--- src/rtl/solver_dispatcher_pkg.sv ---
// Shared definitions for the solver dispatcher: FSM states, count width
// and the round-robin index helpers used by the arbiters.
package solver_dispatcher_pkg;

    localparam int COUNT_BITS = 16;

    typedef enum logic [1:0] {
        ST_IDLE  = 2'd0,
        ST_LOAD  = 2'd1,
        ST_START = 2'd2
    } disp_state_t;

    // Index visited at step k of a search that starts at ptr.
    function automatic int rr_index(input int ptr, input int k, input int n);
        return (ptr + k) % n;
    endfunction

    // Position following idx, wrapping at n.
    function automatic int rr_next(input int idx, input int n);
        return (idx + 1 >= n) ? 0 : idx + 1;
    endfunction

endpackage

--- src/rtl/solver_dispatcher_rr_arbiter.sv ---
// Round-robin arbiter: first request at or after ptr wins.
// Returns a one-hot grant, the winner's index and an any-request flag.
module rr_arbiter
    import solver_dispatcher_pkg::*;
#(
    parameter int N  = 4,
    parameter int IW = $clog2(N)
) (
    input  logic [N-1:0]  req,
    input  logic [IW-1:0] ptr,
    output logic [N-1:0]  grant,
    output logic [IW-1:0] idx,
    output logic          any
);

    // Scan all positions starting from the pointer; keep the first hit.
    always_comb begin
        grant = '0;
        idx   = '0;
        any   = 1'b0;
        for (int k = 0; k < N; k++) begin
            if (!any && req[rr_index(int'(ptr), k, N)]) begin
                any = 1'b1;
                grant[rr_index(int'(ptr), k, N)] = 1'b1;
                idx = IW'(rr_index(int'(ptr), k, N));
            end
        end
    end

endmodule

--- src/rtl/solver_dispatcher.sv ---
// Dispatches a stream of pixel jobs over NUM_SOLVERS solvers and returns tagged results.
// Optional STATS_EN macro adds job and iteration counters.
module solver_dispatcher
    import solver_dispatcher_pkg::*;
#(
    parameter int NUM_SOLVERS     = 4,
    parameter int LIMB_INDEX_BITS = 6,
    parameter int LIMB_BITS       = 32,
    parameter int ID_BITS         = 16,
    parameter int SEL_BITS        = $clog2(NUM_SOLVERS)
) (
    input  logic                              clock,
    input  logic                              reset,

    input  logic                              cfg_valid,
    output logic                              cfg_ready,
    input  logic [LIMB_INDEX_BITS-1:0]        cfg_num_limbs,
    input  logic [15:0]                       cfg_iter_lim,

    input  logic                              in_valid,
    output logic                              in_ready,
    input  logic [LIMB_BITS-1:0]              in_data,
    input  logic                              in_imag,
    input  logic [LIMB_INDEX_BITS-1:0]        in_ind,
    input  logic                              in_last,
    input  logic [ID_BITS-1:0]                in_id,

    output logic [NUM_SOLVERS-1:0]            sol_wr_real_en,
    output logic [NUM_SOLVERS-1:0]            sol_wr_imag_en,
    output logic [LIMB_INDEX_BITS-1:0]        sol_wr_ind,
    output logic [LIMB_BITS-1:0]              sol_wr_data,
    output logic                              sol_num_limbs_en,
    output logic [LIMB_INDEX_BITS-1:0]        sol_num_limbs,
    output logic                              sol_iter_lim_en,
    output logic [15:0]                       sol_iter_lim,
    output logic [NUM_SOLVERS-1:0]            sol_start,
    input  logic [NUM_SOLVERS-1:0]            sol_out_ready,
    input  logic [COUNT_BITS*NUM_SOLVERS-1:0] sol_iter_count,

    output logic                              res_valid,
    input  logic                              res_ready,
    output logic [ID_BITS-1:0]                res_id,
    output logic [COUNT_BITS-1:0]             res_count,
    output logic [SEL_BITS-1:0]               res_solver,

    output logic [31:0]                       stat_jobs,
    output logic [47:0]                       stat_iters
);

    disp_state_t                state;
    logic [SEL_BITS-1:0]        sel;
    logic [NUM_SOLVERS-1:0]     sel_oh;
    logic [ID_BITS-1:0]         job_id;
    logic [SEL_BITS-1:0]        dptr;
    logic [SEL_BITS-1:0]        rptr;

    logic [NUM_SOLVERS-1:0]     busy;
    logic [NUM_SOLVERS-1:0]     pend;
    logic [NUM_SOLVERS-1:0]     free;
    logic [NUM_SOLVERS-1:0]     done;
    logic [NUM_SOLVERS-1:0]     busy_n;
    logic [NUM_SOLVERS-1:0]     pend_n;

    logic [ID_BITS-1:0]         ids  [NUM_SOLVERS];
    logic [COUNT_BITS-1:0]      cnts [NUM_SOLVERS];

    logic [NUM_SOLVERS-1:0]     d_grant;
    logic [SEL_BITS-1:0]        d_idx;
    logic                       d_any;
    logic [NUM_SOLVERS-1:0]     r_grant;
    logic [SEL_BITS-1:0]        r_idx;
    logic                       r_any;

    logic                       cfg_take;
    logic                       word_take;
    logic                       res_load;
    logic                       res_fire;

    assign free      = ~busy & ~pend;
    assign done      = busy & sol_out_ready;
    assign cfg_take  = (state == ST_IDLE) && cfg_valid && !(|busy);
    assign word_take = (state == ST_LOAD) && in_valid;
    assign res_fire  = res_valid && res_ready;
    assign res_load  = r_any && (!res_valid || res_ready);

    rr_arbiter #(
        .N  (NUM_SOLVERS),
        .IW (SEL_BITS)
    ) u_job_arb (
        .req   (free),
        .ptr   (dptr),
        .grant (d_grant),
        .idx   (d_idx),
        .any   (d_any)
    );

    rr_arbiter #(
        .N  (NUM_SOLVERS),
        .IW (SEL_BITS)
    ) u_res_arb (
        .req   (pend),
        .ptr   (rptr),
        .grant (r_grant),
        .idx   (r_idx),
        .any   (r_any)
    );

    // Config broadcast and limb write strobes follow the accepting cycle.
    always_comb begin
        cfg_ready        = cfg_take;
        sol_num_limbs_en = cfg_take;
        sol_iter_lim_en  = cfg_take;
        sol_num_limbs    = cfg_take ? cfg_num_limbs : '0;
        sol_iter_lim     = cfg_take ? cfg_iter_lim : '0;
        in_ready         = (state == ST_LOAD);
        sol_wr_real_en   = (word_take && !in_imag) ? sel_oh : '0;
        sol_wr_imag_en   = (word_take && in_imag) ? sel_oh : '0;
        sol_wr_ind       = word_take ? in_ind : '0;
        sol_wr_data      = word_take ? in_data : '0;
        sol_start        = (state == ST_START) ? sel_oh : '0;
    end

    // Next busy/pend: start sets busy, completion moves busy to pend,
    // loading the result register retires the pend bit.
    always_comb begin
        busy_n = busy & ~done;
        if (state == ST_START) begin
            busy_n = busy_n | sel_oh;
        end
        pend_n = pend | done;
        if (res_load) begin
            pend_n = pend_n & ~r_grant;
        end
    end

    // Dispatch FSM: wait for a free solver, stream its limbs, pulse start.
    always_ff @(posedge clock) begin
        if (reset) begin
            state  <= ST_IDLE;
            sel    <= '0;
            sel_oh <= '0;
            job_id <= '0;
            dptr   <= '0;
        end else begin
            unique case (state)
                ST_IDLE: begin
                    if (!cfg_take && in_valid && d_any) begin
                        state  <= ST_LOAD;
                        sel    <= d_idx;
                        sel_oh <= d_grant;
                        job_id <= in_id;
                    end
                end
                ST_LOAD: begin
                    if (in_valid && in_last) begin
                        state <= ST_START;
                    end
                end
                ST_START: begin
                    state <= ST_IDLE;
                    dptr  <= SEL_BITS'(rr_next(int'(sel), NUM_SOLVERS));
                end
                default: begin
                    state <= ST_IDLE;
                end
            endcase
        end
    end

    // Per-solver occupancy flags.
    always_ff @(posedge clock) begin
        if (reset) begin
            busy <= '0;
            pend <= '0;
        end else begin
            busy <= busy_n;
            pend <= pend_n;
        end
    end

    // Tag on start, iteration count on completion.
    always_ff @(posedge clock) begin
        if (reset) begin
            for (int i = 0; i < NUM_SOLVERS; i++) begin
                ids[i]  <= '0;
                cnts[i] <= '0;
            end
        end else begin
            for (int i = 0; i < NUM_SOLVERS; i++) begin
                if (state == ST_START && sel_oh[i]) begin
                    ids[i] <= job_id;
                end
                if (done[i]) begin
                    cnts[i] <= sol_iter_count[COUNT_BITS*i +: COUNT_BITS];
                end
            end
        end
    end

    // Result register: refill from the pending winner when empty or draining.
    always_ff @(posedge clock) begin
        if (reset) begin
            res_valid  <= 1'b0;
            res_id     <= '0;
            res_count  <= '0;
            res_solver <= '0;
            rptr       <= '0;
        end else if (res_load) begin
            res_valid  <= 1'b1;
            res_id     <= ids[r_idx];
            res_count  <= cnts[r_idx];
            res_solver <= r_idx;
            rptr       <= SEL_BITS'(rr_next(int'(r_idx), NUM_SOLVERS));
        end else if (res_fire) begin
            res_valid  <= 1'b0;
        end
    end

`ifdef STATS_EN
    // Running totals of started jobs and returned iterations.
    always_ff @(posedge clock) begin
        if (reset) begin
            stat_jobs  <= '0;
            stat_iters <= '0;
        end else begin
            if (state == ST_START) begin
                stat_jobs <= stat_jobs + 32'd1;
            end
            if (res_fire) begin
                stat_iters <= stat_iters + 48'(res_count);
            end
        end
    end
`else
    assign stat_jobs  = '0;
    assign stat_iters = '0;
`endif

endmodule

--- config.mk ---
export PLATFORM = sky130hd
export DESIGN_NAME = solver_dispatcher
export DESIGN_NICKNAME = d
export VERILOG_FILES = /design/src/rtl/solver_dispatcher_pkg.sv /design/src/rtl/solver_dispatcher_rr_arbiter.sv /design/src/rtl/solver_dispatcher.sv
export SDC_FILE = /design/constraint.sdc
export NUM_CORES = 1
export LEC_CHECK = 0
export ABC_CLOCK_PERIOD_IN_PS = 4050
export BUFFER_PORTS_ARGS = -buffer_cell sky130_fd_sc_hd__buf_2
export CAP_MARGIN = 15
export CORE_MARGIN = 2
export CORE_UTILIZATION = 51
export CTS_CLUSTER_DIAMETER = 100
export CTS_CLUSTER_SIZE = 28
export DETAILED_ROUTE_END_ITERATION = 10
export PLACE_DENSITY = 0.79
export SKIP_LAST_GASP = 1
export SYNTH_ARGS = -nofsm -noshare
export SYNTH_HDL_FRONTEND = slang
export SYNTH_SLANG_ARGS = --single-unit
export TNS_END_PERCENT = 20
--- constraint.sdc ---
create_clock -name clock -period 4.05 [get_ports clock]
set_input_delay 0.2025 -clock clock [delete_from_list [all_inputs] [get_ports clock]]
set_output_delay 0.2025 -clock clock [all_outputs]
set_load 0.005 [all_outputs]
==> impl_metrics.ini <==
[floorplan]
die-area_sq_um = 21620
ios = 342
fp.coreArea_sq_um = 20170
initial_utilization_pct = 51.72
die_x_um = 147.0
die_y_um = 147.0
num_rows = 52

[layout]
final_layout_size_suffix_gt1_share_pct = 26.54
fin_cells = 1506
n_antenna_cell = 0
multi_input_area_sq_um = 4537
seq_area_sq_um = 5265
fill_cells = 1673
final_nets = 1390
final_util_pct = 61.37
areaGrowthSynthToFinish_pct = 18.65

[clock_tree]
cts-buffers-inserted = 17
ctsResizeCount = 0
cts_tree = done
clk_pin_slew_ns = 0.08
cts.path.max_buffers = 2
root_buffer = clkbuf_16
insertion_delay_ns = 0.44
numClockSinks = 199
h-tree-depth = 4

[power_and_ir_drop]
vdd_drop_max_mv = 0.2999
power_density_nw_per_um2 = 342.2
power.leakage_nw = 5.433

[placed_design]
portBuffers = 261
place_congestion = 0.8888
dp_hpwl_um = 19620
dp_cells = 1459
pre_cts_ws_ns = 0.4712

[timing]
relSlewSlack_pct = 27.05
min_period_over_period_pct = 90.16
skew_ns = 0.01136
period_needed_ns = 3.652
setup_ws_ns = 0.3983
setup_viol = 0
worstMarginPinSlew_ns = 1.094
rsz0062_at_grt = false
drv_slew = 0
fin_setup_tns_ns = 0
hold_viol = 0
fmax_mhz = 273.8

[grt]
grt_max_degree = 57
antenna_found_initial = 0
grt_pass1_wl_um = 41630
grt.overflow.total = 0
grt_use_total_pct = 24.58
grt_pass1_vias = 7585

[critical_path]
path_class = flop to flop
critPathArrivalTime_ns = 3.97
cp.required_ns = 4.37
critPathMaxFanout = 19
slowest_delay_ns = 0.89
critPathSlowestCell = a311o_1
cp-start-kind = flop
endpoint_kind = flop
crit_chain = inv_1 > ha_1 > mux4_2 > o311ai_1 > buf_4 > a311o_1 > a211oi_1 > a211o_1

[logic_synthesis]
avgSynthCellArea_sq_um = 10.67
synthFlopType = edfxtp_1
ys_warn_count = 0
synth-seq-area-share_pct = 50.47
post_synth_num_cell_types = 56
synth_edf_count = 128
syn_area_sq_um = 10430
async_flop_share_pct = 0
synthCells = 978
synth_seq_cells = 199

[routing]
antenna_left = 0
vias = 8074
wl_um = 27210
drtIter0Drc = 686
via_per_inst = 5.361
firstDrtPassIters = 8
routedWlPerCell_um = 18.07
drcViolationCount = 0

[min_path]
min_path_type = primary input to flop

[job]
maxCapViolCount = 0

[status]
outcome = completed
## area by class of cell
| cell class | instances | area share (%) |
|---|---|---|
| multi-input combinational | 701 | 36.65 |
| tap | 270 | 2.729 |
| inverter | 14 | 0.4245 |
| clock buffer | 21 | 3.902 |
| sequential | 199 | 42.54 |
| clock inverter | 11 | 0.9805 |
| timing repair buffer | 290 | 12.78 |
## layer usage
metal  share of wire, %  vias up  GRT usage (%)
met5                  0        -              0
met4                1.5        0          6.635
met3                6.6       25          3.323
met2                 50      342          41.57
met1                 42     3857          33.57
li1                   -     3850              -
## Yosys cell counts, drive strengths merged, types with 3 or more instances
master  count  area [sq um]
and2      152         950.9
edfxtp    128          3844
buf        97         719.4
nand2      72         270.3
dfxtp      71          1421
mux2i      57         570.6
nor2       50         187.7
clkbuf     46         172.7
and3       42         262.8
a21oi      41         205.2
a221oi     19         166.4
o221ai     19         166.4
ha         16         200.2
mux2       16         180.2
nand2b     16         100.1
inv        14         52.55
a222oi     12         120.1
o21bai     12         90.09
a211oi     11         82.58
nand3       8         40.04
nor3        8         40.04
o21ai       8         40.04
nor3b       7         52.55
nor2b       6         45.04
mux4        4         90.09
a211o       3         26.28
a21o        3         22.52
a22oi       3         22.52
a311oi      3         26.28
o22ai       3         18.77
or3         3         18.77
## cells by family after synthesis
logic type / count (synthesis) / synth area share (%)
buffers and inverters: 157 / 9.055
multiplexers: 77 / 8.060
AND/OR/NAND/NOR: 374 / 19.54
other: 1 / 0.03595
adder cells (fa/ha/maj): 16 / 1.919
AO/OA/AOI/OAI: 154 / 10.93
flip-flops: 199 / 50.47
## cells in the final DEF, fill, tap and decap left out, drive strengths merged, types with 11 or more instances in the layout
master / count
o21bai: 12
a221oi: 19
inv: 22
a222oi: 12
a211oi: 11
nor2: 50
dlygate4sd3: 12
and3: 42
conb: 80
buf: 278
and2: 152
nand2b: 16
mux2i: 57
dfxtp: 71
edfxtp: 128
mux2: 16
a21oi: 41
nand2: 72
o221ai: 19
clkbuf: 21
ha: 16
## critical path: cells and delay by family, from the launching register on
kind,cells,cell delay [ns]
adder cells (fa/ha/maj),1,0.58
multiplexers,1,0.68
AO/OA/AOI/OAI,4,1.42
buffers and inverters,2,0.35
flip-flops,1,0.51
## what timing repair did
action                                 4_1_cts  5_1_grt
buffers inserted                             0        0
endpoints found under the hold margin       12        0
hold buffers                                12        0
setup endpoints to repair                    0        0
## where the power goes
| part | switching [mW] | total [mW] | internal, mW | leakage, nW |
|---|---|---|---|---|
| registers | 0.0335 | 2.24 | 2.21 | 1.90 |
| clock network | 0.799 | 1.70 | 0.898 | 0.297 |
| logic | 0.165 | 0.295 | 0.130 | 3.24 |
## through the flow
stage | power (mW) | hold WS [ns] | area, sq um
2_1_floorplan | 2.477 | 0.3385 | 10730
3_3_place_gp | 2.566 | 0.4460 | 11620
3_5_place_dp | 2.573 | 0.4474 | 11620
4_1_cts | 4.248 | 0.0004526 | 12340
5_1_grt | 4.363 | 0.01375 | 12380
6_report | 4.236 | 0.007631 | 12380
## state kept, by name, indices dropped and copies added (netlist names)
name and count:
pend 4, sel_oh 4, cnts 64, sel 2, res_count 16, res_valid 1, state 2, res_solver 2
res_id 16, rptr 2, job_id 16, busy 4, ids 64, dptr 2
## worst paths after layout
kind,from,endpoint,slack [ns],cells past startpoint
worst max-delay path,rptr[1],res_count[15],0.40,8
worst min-delay path,in_id[12],job_id[12],0.008,3
worst max register to register,rptr[1],res_count[15],0.40,8
worst min register to register,res_solver[1],res_solver[1],0.46,2
(Power assumes the default switching activity.)
